$ cat src/rtl/alu_operand_collector.sv
`default_nettype none
// ============================================================================
// Module      : alu_operand_collector
// Description : Staging stage in front of the ALU core. Collects operands
//               that arrive separately and holds a partial operation until
//               the missing operand arrives or a timeout expires. It then
//               issues one registered operation with a single-cycle
//               out_valid pulse and flags timeout and illegal commands.
// Revision    : 1.0 - initial release
// ============================================================================
module alu_operand_collector #(
    parameter int DATA_WIDTH = 8,
    parameter int CMD_WIDTH  = 4,
    parameter int TIMEOUT    = 16
) (
    input  logic                  clk,
    input  logic                  rst,
    input  logic                  ce,
    input  logic [DATA_WIDTH-1:0] in_opa,
    input  logic [DATA_WIDTH-1:0] in_opb,
    input  logic                  in_mode,
    input  logic [CMD_WIDTH-1:0]  in_cmd,
    input  logic                  in_cin,
    input  logic [1:0]            in_inp_valid,
    output logic [DATA_WIDTH-1:0] out_opa,
    output logic [DATA_WIDTH-1:0] out_opb,
    output logic                  out_mode,
    output logic [CMD_WIDTH-1:0]  out_cmd,
    output logic                  out_cin,
    output logic [1:0]            out_inp_valid,
    output logic                  out_valid,
    output logic                  out_err,
    output logic                  busy
);

    // Wide enough to hold TIMEOUT itself, so the counter never wraps.
    localparam int CNT_W = $clog2(TIMEOUT + 1);
    localparam logic [CNT_W-1:0] C_CNT_LAST = CNT_W'(TIMEOUT - 1);

    typedef enum logic [0:0] {
        S_IDLE = 1'b0,
        S_WAIT = 1'b1
    } state_t;

    state_t                  state_q, state_d;
    logic [CNT_W-1:0]        cnt_q, cnt_d;

    // Partial operation held while waiting for the missing operand.
    logic [DATA_WIDTH-1:0]   h_opa_q, h_opa_d;
    logic [DATA_WIDTH-1:0]   h_opb_q, h_opb_d;
    logic                    h_mode_q, h_mode_d;
    logic [CMD_WIDTH-1:0]    h_cmd_q, h_cmd_d;
    logic                    h_cin_q, h_cin_d;
    logic [1:0]              h_iv_q, h_iv_d;

    // Registered view presented to the ALU core.
    logic [DATA_WIDTH-1:0]   out_opa_q, out_opa_d;
    logic [DATA_WIDTH-1:0]   out_opb_q, out_opb_d;
    logic                    out_mode_q, out_mode_d;
    logic [CMD_WIDTH-1:0]    out_cmd_q, out_cmd_d;
    logic                    out_cin_q, out_cin_d;
    logic [1:0]              out_iv_q, out_iv_d;
    logic                    out_valid_q, out_valid_d;
    logic                    out_err_q, out_err_d;

    logic [2:0]              w_dec;
    logic                    w_illegal;
    logic [1:0]              w_need;
    logic                    w_arrive;

    // Returns {illegal, need_mask} for a mode/command pair.
    function automatic logic [2:0] decode_need(input logic mode,
                                               input logic [CMD_WIDTH-1:0] cmd);
        logic [31:0] c;
        logic [2:0]  r;
        c = 32'(cmd);
        r = 3'b100;
        if (mode) begin
            case (c)
                0, 1, 2, 3, 8, 9, 10: r = 3'b011;
                4, 5:                 r = 3'b001;
                6, 7:                 r = 3'b010;
                default:              r = 3'b100;
            endcase
        end else begin
            case (c)
                0, 1, 2, 3, 4, 5, 12, 13: r = 3'b011;
                6, 8, 9:                  r = 3'b001;
                7, 10, 11:                r = 3'b010;
                default:                  r = 3'b100;
            endcase
        end
        return r;
    endfunction

    assign w_dec     = decode_need(in_mode, in_cmd);
    assign w_illegal = w_dec[2];
    assign w_need    = w_dec[1:0];
    // The held mask has exactly one bit set, so any overlap with its
    // complement means the missing operand is on the bus.
    assign w_arrive  = |(in_inp_valid & ~h_iv_q);

    // Next-state, capture and issue decisions; everything holds when ce=0.
    always_comb begin
        state_d     = state_q;
        cnt_d       = cnt_q;
        h_opa_d     = h_opa_q;
        h_opb_d     = h_opb_q;
        h_mode_d    = h_mode_q;
        h_cmd_d     = h_cmd_q;
        h_cin_d     = h_cin_q;
        h_iv_d      = h_iv_q;
        out_opa_d   = out_opa_q;
        out_opb_d   = out_opb_q;
        out_mode_d  = out_mode_q;
        out_cmd_d   = out_cmd_q;
        out_cin_d   = out_cin_q;
        out_iv_d    = out_iv_q;
        out_err_d   = out_err_q;
        out_valid_d = 1'b0;

        if (ce) begin
            case (state_q)
                S_IDLE: begin
                    if (in_inp_valid != 2'b00) begin
                        if (w_illegal || ((in_inp_valid & w_need) == w_need)) begin
                            out_opa_d   = in_opa;
                            out_opb_d   = in_opb;
                            out_mode_d  = in_mode;
                            out_cmd_d   = in_cmd;
                            out_cin_d   = in_cin;
                            out_iv_d    = in_inp_valid;
                            out_err_d   = w_illegal;
                            out_valid_d = 1'b1;
                        end else if (w_need == 2'b11) begin
                            h_opa_d  = in_opa;
                            h_opb_d  = in_opb;
                            h_mode_d = in_mode;
                            h_cmd_d  = in_cmd;
                            h_cin_d  = in_cin;
                            h_iv_d   = in_inp_valid;
                            cnt_d    = '0;
                            state_d  = S_WAIT;
                        end
                    end
                end
                S_WAIT: begin
                    if (w_arrive) begin
                        // Only the missing field is taken from the bus.
                        out_opa_d   = h_iv_q[0] ? h_opa_q : in_opa;
                        out_opb_d   = h_iv_q[1] ? h_opb_q : in_opb;
                        out_mode_d  = h_mode_q;
                        out_cmd_d   = h_cmd_q;
                        out_cin_d   = h_cin_q;
                        out_iv_d    = 2'b11;
                        out_err_d   = 1'b0;
                        out_valid_d = 1'b1;
                        state_d     = S_IDLE;
                    end else if (cnt_q == C_CNT_LAST) begin
                        out_opa_d   = h_opa_q;
                        out_opb_d   = h_opb_q;
                        out_mode_d  = h_mode_q;
                        out_cmd_d   = h_cmd_q;
                        out_cin_d   = h_cin_q;
                        out_iv_d    = h_iv_q;
                        out_err_d   = 1'b1;
                        out_valid_d = 1'b1;
                        state_d     = S_IDLE;
                    end else begin
                        cnt_d = cnt_q + 1'b1;
                    end
                end
                default: begin
                    state_d = S_IDLE;
                end
            endcase
        end
    end

    // State, counter, held operation and output registers.
    always_ff @(posedge clk) begin
        if (rst) begin
            state_q     <= S_IDLE;
            cnt_q       <= '0;
            h_opa_q     <= '0;
            h_opb_q     <= '0;
            h_mode_q    <= 1'b0;
            h_cmd_q     <= '0;
            h_cin_q     <= 1'b0;
            h_iv_q      <= 2'b00;
            out_opa_q   <= '0;
            out_opb_q   <= '0;
            out_mode_q  <= 1'b0;
            out_cmd_q   <= '0;
            out_cin_q   <= 1'b0;
            out_iv_q    <= 2'b00;
            out_valid_q <= 1'b0;
            out_err_q   <= 1'b0;
        end else begin
            state_q     <= state_d;
            cnt_q       <= cnt_d;
            h_opa_q     <= h_opa_d;
            h_opb_q     <= h_opb_d;
            h_mode_q    <= h_mode_d;
            h_cmd_q     <= h_cmd_d;
            h_cin_q     <= h_cin_d;
            h_iv_q      <= h_iv_d;
            out_opa_q   <= out_opa_d;
            out_opb_q   <= out_opb_d;
            out_mode_q  <= out_mode_d;
            out_cmd_q   <= out_cmd_d;
            out_cin_q   <= out_cin_d;
            out_iv_q    <= out_iv_d;
            out_valid_q <= out_valid_d;
            out_err_q   <= out_err_d;
        end
    end

    assign out_opa       = out_opa_q;
    assign out_opb       = out_opb_q;
    assign out_mode      = out_mode_q;
    assign out_cmd       = out_cmd_q;
    assign out_cin       = out_cin_q;
    assign out_inp_valid = out_iv_q;
    assign out_valid     = out_valid_q;
    assign out_err       = out_err_q;
    assign busy          = (state_q == S_WAIT);

endmodule
`default_nettype wire
$ cat config.mk
export PLATFORM = sky130hd
export DESIGN_NAME = alu_operand_collector
export DESIGN_NICKNAME = d
export VERILOG_FILES = /design/src/rtl/alu_operand_collector.sv
export SDC_FILE = /design/constraint.sdc
export NUM_CORES = 1
export LEC_CHECK = 0
export ABC_AREA = 1
export BUFFER_PORTS_ARGS = -buffer_cell sky130_fd_sc_hd__buf_2
export CAP_MARGIN = 5
export CORE_MARGIN = 1
export CORE_UTILIZATION = 43
export CTS_BUF_LIST = sky130_fd_sc_hd__clkbuf_8
export CTS_CLUSTER_SIZE = 10
export DETAILED_ROUTE_END_ITERATION = 7
export PLACE_DENSITY = 0.69
export SETUP_SLACK_MARGIN = 0.1
export SLEW_MARGIN = 30
export SYNTH_ARGS = -nofsm -noshare
export SYNTH_HDL_FRONTEND = slang
export SYNTH_SLANG_ARGS = --single-unit
$ cat constraint.sdc
create_clock -name clk -period 2 [get_ports clk]
set_input_delay 0.1 -clock clk [delete_from_list [all_inputs] [get_ports clk]]
set_output_delay 0.1 -clock clk [all_outputs]
set_load 0.03 [all_outputs]
==> metrics.json, run 1 <==
{
  "worstPathBufferInverterCount": 2,
  "drt.antenna.violating_nets": 0,
  "critical_path.slowest_cell": "dfxtp_4",
  "final_hold_viol_count": 0,
  "grt_first_pass_wirelength_mm": 11.06,
  "synth_area_mm2": 0.002764,
  "internal-power_mw": 1.603,
  "timing.critical_path.depth": 14,
  "multiInputGateArea_mm2": 0.001450,
  "initialDrtViolationCount": 164,
  "finalHoldWorstSlack_ps": 135.7,
  "floorplan.die_area_mm2": 0.006752,
  "grt_overflow": 0,
  "timing.final.crit_share": 0.9397,
  "die-width_um": 82.17,
  "floorplan.rows": 28,
  "maximum_number_of_pins_on_one_net_before_global_route_repair": 32,
  "synth_fp_nets": 439,
  "layout-area-overhead-vs-synth_pct": 20.78,
  "top_level_ports": 54,
  "overall_track_demand_over_capacity_in_global_routing": 0.2130,
  "path_max_fanout": 7,
  "synth_top_cell_by_area": "dfxtp_1",
  "numClockSinks": 56,
  "p_sw_mw": 0.7441,
  "groute.layer.met1.usage": 0.2708,
  "hold_path_depth": 4,
  "cts.clk_slew.worst_paths_ps": 100,
  "ys_seq_area_frac": 0.4056,
  "num_antenna_cells": 0,
  "timing.fmax_mhz": 532.1,
  "cts_tree": "yes",
  "seqPwrFrac": 0.518,
  "global_route.usage.met2": 0.3777,
  "crit_path_max_incr_delay_ps": 370,
  "worst-setup-path-type": "reg -> reg",
  "maximum_level_of_the_cts_h_tree": 2,
  "design.final.nets": 496,
  "placed_cells_incl_taps": 523,
  "vias": 2789,
  "syn-instance-count": 407,
  "synth.area.top_cells": "dfxtp_1, nand2_1, nor2_1, nand3_1, a21oi_1",
  "initial_core_util": 0.4560,
  "synth.ff_latch_count": 56,
  "die_height_um": 82.17,
  "routed_length_per_instance_um": 12.74,
  "io_buffer_count": 53,
  "cts_hold_buffers": 0,
  "globalRouteMet3Util": 0.03407,
  "clkLatencyLatePin_ps": 300,
  "power.static_leakage_nw": 1.557,
  "yosys_warnings": 0,
  "cpMostUsedCell": "nor2_1",
  "setup_tns_ps": 0,
  "timing.critical_path.to_type": "flip-flop",
  "final_replace_weighted_congestion": 0.8114,
  "min-delay-path-class": "in -> reg",
  "finalSetupViolCount": 0,
  "critPathTopFamily": "simple AND/OR/NAND/NOR gates",
  "ff_latch_area_mm2": 0.001126,
  "clock_skew_ps": 9.891,
  "critPathLaunchType": "flip-flop",
  "finalWirelength_mm": 6.882,
  "detail_route.vias_per_cell": 5.165,
  "switching_share_of_power": 0.3170,
  "layout.filler_cells": 595,
  "run_status": "completed",
  "synthDominantCellAreaShare": 0.4056,
  "synth_cell_type_count": 24,
  "vdd_ir_drop_max_mv": 0.4841,
  "critPathRequiredTime_ps": 2230,
  "cts-buffers-inserted": 5,
  "synthesis.area_per_instance_um2": 6.791,
  "maxSlewViolCount": 0,
  "power.share.combinational": 0.225,
  "p_per_area_mw_per_mm2": 703.1,
  "detail_route.first_pass.iterations": 4,
  "power.share.clock": 0.257,
  "hpwl_mm": 4.577,
  "cts.root.buffer_cell": "clkbuf_8",
  "layout-drive-gt1-share": 0.2172,
  "grt.busiest_layer": "met2",
  "cts_max_path_buffers": 2,
  "max_cap_violations": 0,
  "time_the_worst_path_needs_with_i_o_delays_and_setup_ps": 1879,
  "detail_route.drc_violations": 0,
  "instances_no_fill": 540,
  "worst-r2r-cell-count": 14,
  "first_global_vias": 2447,
  "max_slew_margin": 0.6335,
  "unrepaired_setup_endpoints_after_global_routing": "yes",
  "grt_antenna_before_repair": 0,
  "core_mm2": 0.006061,
  "worst_ep_arrival_time_ps": 2110,
  "tightest_slew_ps": 549.2,
  "path_cells": "ha_4, nand2_4, nor2_2, ha_2, nand2_1, inv_1, nor2_1, nand3_1, nor2_4, nand2_4, buf_12, nor2_8, nor2_1, nor2_1"
}
## registers in the layout (all words and copies together) (netlist names)
signal	cells
out_valid	1
h_opa_q	8
out_err	1
out_opa	8
busy	1
cnt_q	5
h_iv_q	2
out_opb	8
h_cmd_q	4
out_mode	1
h_opb_q	8
out_cin	1
out_inp_valid	2
h_cin_q	1
h_mode_q	1
out_cmd	4
## worst min-delay path, cell delays in order
cell	delay [ps]
buf_2	100
nand4_1	90
nand2_1	70
nor2_1	40
## placed cells by master, fill, tap and decap left out
cell,n
nand3_1,39
and3_1,1
nand4_1,24
clkbuf_8,5
ha_1,3
dfxtp_2,1
nor2_4,5
buf_4,15
o211ai_1,2
o21ai_1,1
inv_1,34
inv_4,1
nor2_1,57
dfxtp_1,54
nand2_2,2
a21oi_1,32
buf_6,1
buf_2,53
inv_2,2
clkbuf_16,1
ha_2,1
o21ai_0,23
clkinv_4,1
nand2_1,94
dfxtp_4,1
ha_4,1
nor2_2,2
buf_12,1
or2_2,2
nand2_4,4
buf_8,1
nor2_8,1
## power by group through the flow
stage	combinational [mW]	clock, mW	sequential [mW]
floorplan	0.281	0	1.31
global placement	0.485	0	1.24
detailed placement	0.491	0	1.24
CTS	0.505	0.620	1.22
global route	0.581	0.667	1.23
finish	0.528	0.604	1.22
## cell type report
class                           instances  area share
Clock buffer                            5     0.02061
Clock inverter                          3    0.004873
Inverter                               35     0.04010
Multi-Input combinational cell        294      0.4344
Sequential cell                        56      0.3373
Tap cell                               75     0.02811
Timing Repair Buffer                   72      0.1346
## path summary, 6_finish.rpt
kind | from | to | slack, ps
max reg2reg | cnt_q[0] | h_cmd_q[3] | 120
min reg2reg | out_opa[6] | out_opa[6] | 460
min | in_inp_valid[0] | h_iv_q[1] | 140
max | cnt_q[0] | h_cmd_q[3] | 120
## kinds of logic (layout without fill, tap and decap cells)
kind of cell | after synthesis | count (layout) | share of synthesized area
adders and majority gates | 5 | 5 | 0.02263
and+or+nand+nor | 229 | 231 | 0.3717
AOI/OAI and AO/OA | 58 | 58 | 0.1068
DFF | 56 | 56 | 0.4056
buffers and inverters | 59 | 115 | 0.09326
## what timing repair did
action	in CTS	in global routing
gates cloned	2	1
resized for setup	0	18
setup buffers	3	3
setup endpoints to repair	25	56
pin swaps	5	10
## metal layers
layer | wire length (µm) | share of wire
met3 | 413 | 0.060
met4 | 57 | 0.0083
met5 | 0 | 0
met1 | 3129 | 0.45
met2 | 3281 | 0.48
## Yosys cell counts, drive strengths merged
| master | instances |
|---|---|
| inv | 35 |
| nand2 | 100 |
| dfxtp | 56 |
| nor2 | 63 |
| ha | 5 |
| o21ai | 24 |
| clkbuf | 8 |
| nand4 | 24 |
| a21oi | 32 |
| nand3 | 39 |
| o211ai | 2 |
| and3 | 1 |
| or2 | 2 |
| buf | 16 |
## through the flow
| step | instance area, µm² | worst slack (ps) | utilization | power, mW |
|---|---|---|---|---|
| after detailed placement | 3087 | 0.9988 | 0.5093 | 1.733 |
| final | 3338 | 120.7 | 0.5508 | 2.347 |
| after global placement | 3087 | 102.0 | 0.5093 | 1.725 |
| after CTS | 3217 | 100.1 | 0.5308 | 2.341 |
| after floorplan | 2764 | 217.2 | - | 1.591 |
| after global routing | 3338 | 13.85 | 0.5508 | 2.474 |
(Power assumes the default switching activity.)
==> run 2, diff against run 1 <==
--- a/config.mk
+++ b/config.mk
@@ -8,6 +8,7 @@
 export ABC_AREA = 1
 export BUFFER_PORTS_ARGS = -buffer_cell sky130_fd_sc_hd__buf_2
 export CAP_MARGIN = 5
+export CORE_ASPECT_RATIO = 0.8
 export CORE_MARGIN = 1
 export CORE_UTILIZATION = 43
 export CTS_BUF_LIST = sky130_fd_sc_hd__clkbuf_8
==> metrics.json, run 2 (synthesis gave the netlist of run 1 again) <==
{
  "final_replace_weighted_congestion": {"value": 0.7590, "change": "-6.5%"},
  "maximum_level_of_the_cts_h_tree": {"value": 2, "change": "unchanged"},
  "layout.cells.most_common_list": "nand2_1, nor2_1, dfxtp_1",
  "drt.antenna.violating_nets": {"value": 0, "change": "unchanged"},
  "multiInputGateArea": {"value": 0.001433, "unit": "mm²", "change": "-1.2%"},
  "timing.critical_path.to_type": "flip-flop",
  "vdd_ir_drop_max": {"value": 0.3269, "unit": "mV", "change": "-32%"},
  "numClockSinks": {"value": 56, "change": "unchanged"},
  "cts.root.buffer_cell": "clkbuf_8",
  "io_buffer_count": {"value": 53, "change": "unchanged"},
  "die-width": {"value": 91.64, "unit": "µm", "change": "+12%"},
  "cts_tree": "yes",
  "layout.cell_area.non_filler": {"value": 0.003297, "unit": "mm²", "change": "-1.2%"},
  "critPathRequiredTime": {"value": 2270, "unit": "ps", "change": "+40 ps"},
  "first_global_vias": {"value": 2482, "change": "+1.4%"},
  "vias": {"value": 2754, "change": "-1.3%"},
  "finalSetupViolCount": {"value": 0, "change": "unchanged"},
  "grt_overflow": {"value": 0, "change": "unchanged"},
  "layout-area-overhead-vs-synth_pct": 19.28,
  "ff_latch_area": {"value": 0.001124, "unit": "mm²", "change": "-0.22%"},
  "cts_max_path_buffers": {"value": 2, "change": "unchanged"},
  "maximum_number_of_pins_on_one_net_before_global_route_repair": {"value": 32, "change": "unchanged"},
  "routed_length_per_instance": {"value": 12.75, "unit": "µm", "change": "about the same"},
  "max_cap_violations": {"value": 0, "change": "unchanged"},
  "top_level_ports": {"value": 54, "change": "unchanged"},
  "p_per_area": {"value": 719.5, "unit": "mW/mm²", "change": "+2.3%"},
  "maxSlewViolCount": {"value": 0, "change": "unchanged"},
  "floorplan.rows": {"value": 25, "change": "-11%"},
  "clkLatencyLatePin": {"value": 320, "unit": "ps", "change": "+20 ps"},
  "timing.rr.start": "cnt_q[1]",
  "cts-buffers-inserted": {"value": 5, "change": "unchanged"},
  "layout.cells.most_common": "nand2_1",
  "initialDrtViolationCount": {"value": 140, "change": "-15%"},
  "worst-setup-path-type": "reg -> reg",
  "grt_first_pass_wirelength": {"value": 11.56, "unit": "mm", "change": "+4.5%"},
  "power.static_leakage": {"value": 1.514, "unit": "nW", "change": "-2.8%"},
  "max_slew_margin": {"value": 0.6872, "change": "+0.05373"},
  "fin_util": {"value": 0.5433, "change": "-0.007485"},
  "worst_ep_arrival_time": {"value": 2140, "unit": "ps", "change": "+30 ps"},
  "cts_hold_buffers": {"value": 0, "change": "unchanged"},
  "timing.fmax": {"value": 532.7, "unit": "MHz", "change": "+0.12%"},
  "detail_route.drc_violations": {"value": 0, "change": "unchanged"},
  "critical_path_source": "cnt_q[1]",
  "layout-drive-gt1-share": {"value": 0.2177, "change": "+0.0004681"},
  "tightest_slew": {"value": 468.1, "unit": "ps", "change": "-81.12 ps"},
  "core": {"value": 0.006068, "unit": "mm²", "change": "+0.12%"},
  "cts.clk_slew.worst_paths": {"value": 100, "unit": "ps", "change": "about the same"},
  "detail_route.vias_per_cell": {"value": 5.053, "change": "-2.2%"},
  "layout.filler_cells": {"value": 594, "change": "-0.17%"},
  "timing.final.crit_share": {"value": 0.9385, "change": "-0.001113"},
  "grt_antenna_before_repair": {"value": 0, "change": "unchanged"},
  "placed_cell_area": {"value": 0.003094, "unit": "mm²", "change": "+0.24%"},
  "path_max_fanout": {"value": 5, "change": "-2"},
  "finalWirelength": {"value": 6.950, "unit": "mm", "change": "+0.99%"},
  "critPathLaunchType": "flip-flop",
  "overall_track_demand_over_capacity_in_global_routing": {"value": 0.2176, "change": "+0.004593"},
  "initial_core_util": {"value": 0.4555, "change": "-0.0005641"},
  "design.final.nets": {"value": 495, "change": "-0.20%"},
  "hold_path_startpoint": "ce",
  "final_worst_slack": {"value": 122.9, "unit": "ps", "change": "+2.226 ps"},
  "hpwl": {"value": 4.564, "unit": "mm", "change": "-0.30%"},
  "dp_slack": {"value": 2.332, "unit": "ps", "change": "+1.333 ps"},
  "final_hold_viol_count": {"value": 0, "change": "unchanged"},
  "run_status": "completed",
  "unrepaired_setup_endpoints_after_global_routing": "yes",
  "detail_route.first_pass.iterations": {"value": 4, "change": "unchanged"},
  "die_height": {"value": 73.71, "unit": "µm", "change": "-10%"},
  "time_the_worst_path_needs_with_i_o_delays_and_setup": {"value": 1877, "unit": "ps", "change": "-2.226 ps"},
  "clock_skew": {"value": 8.942, "unit": "ps", "change": "-0.9493 ps"},
  "num_antenna_cells": {"value": 0, "change": "unchanged"},
  "floorplan.die_area": {"value": 0.006754, "unit": "mm²", "change": "about the same"},
  "min-delay-path-class": "in -> reg"
}
==> run 2: metrics by stage <==
stage	instances	total power [mW]	TNS (ps)	hold slack, ps
floorplan	407	1.591	0	263.9
global placement	529	1.728	0	439.1
detailed placement	529	1.735	0	452.3
CTS	542	2.375	0	119.6
global route	545	2.492	-14.86	140.5
finish	545	2.372	0	120.5
==> run 2: where the power goes <==
group          switching, mW  total, mW  internal, mW
clock network          0.392      0.642         0.250
logic                  0.345      0.512         0.168
registers             0.0351       1.22          1.18
total                  0.772       2.37          1.60
==> run 2: worst max-delay path, stage by stage (launching register included) <==
cell,delay [ps]
dfxtp_2,350
ha_4,160
nand2_2,70
nor2_2,40
ha_2,180
nand2_1,60
inv_1,40
nor2_1,90
nand3_1,110
nor2_4,180
nand2_4,120
nor2_4,170
buf_6,140
nor2_2,30
nor2_1,80
==> run 2: repair_timing <==
| action | CTS | global route |
|---|---|---|
| endpoints found under the setup margin | 25 | 42 |
| gates resized for setup | 1 | 13 |
| buffers inserted | 3 | 3 |
| gates cloned | 2 | 0 |
| pin swaps | 4 | 6 |
==> run 2: layer usage <==
metal / up-vias / GRT usage / wire length, µm
li1: 1437 / - / -
met1: 1217 / 0.2901 / 3288
met2: 91 / 0.3559 / 3050
met3: 9 / 0.03520 / 513
met4: 0 / 0.08466 / 98
met5: - / 0 / 0
==> run 2: final timing paths <==
path                endpoint  slack (ps)  cells after the start
setup / recovery  h_opa_q[2]         120                     14
hold / removal          busy         120                      4
setup reg to reg  h_opa_q[2]         120                     14
hold reg to reg   out_opa[3]         460                      2
==> run 2: cell type report <==
type | count | share of cell area
Timing Repair Buffer | 71 | 0.1260
Clock inverter | 3 | 0.006452
Multi-Input combinational cell | 294 | 0.4345
Clock buffer | 5 | 0.02087
Tap cell | 81 | 0.03074
Inverter | 35 | 0.04061
Sequential cell | 56 | 0.3408
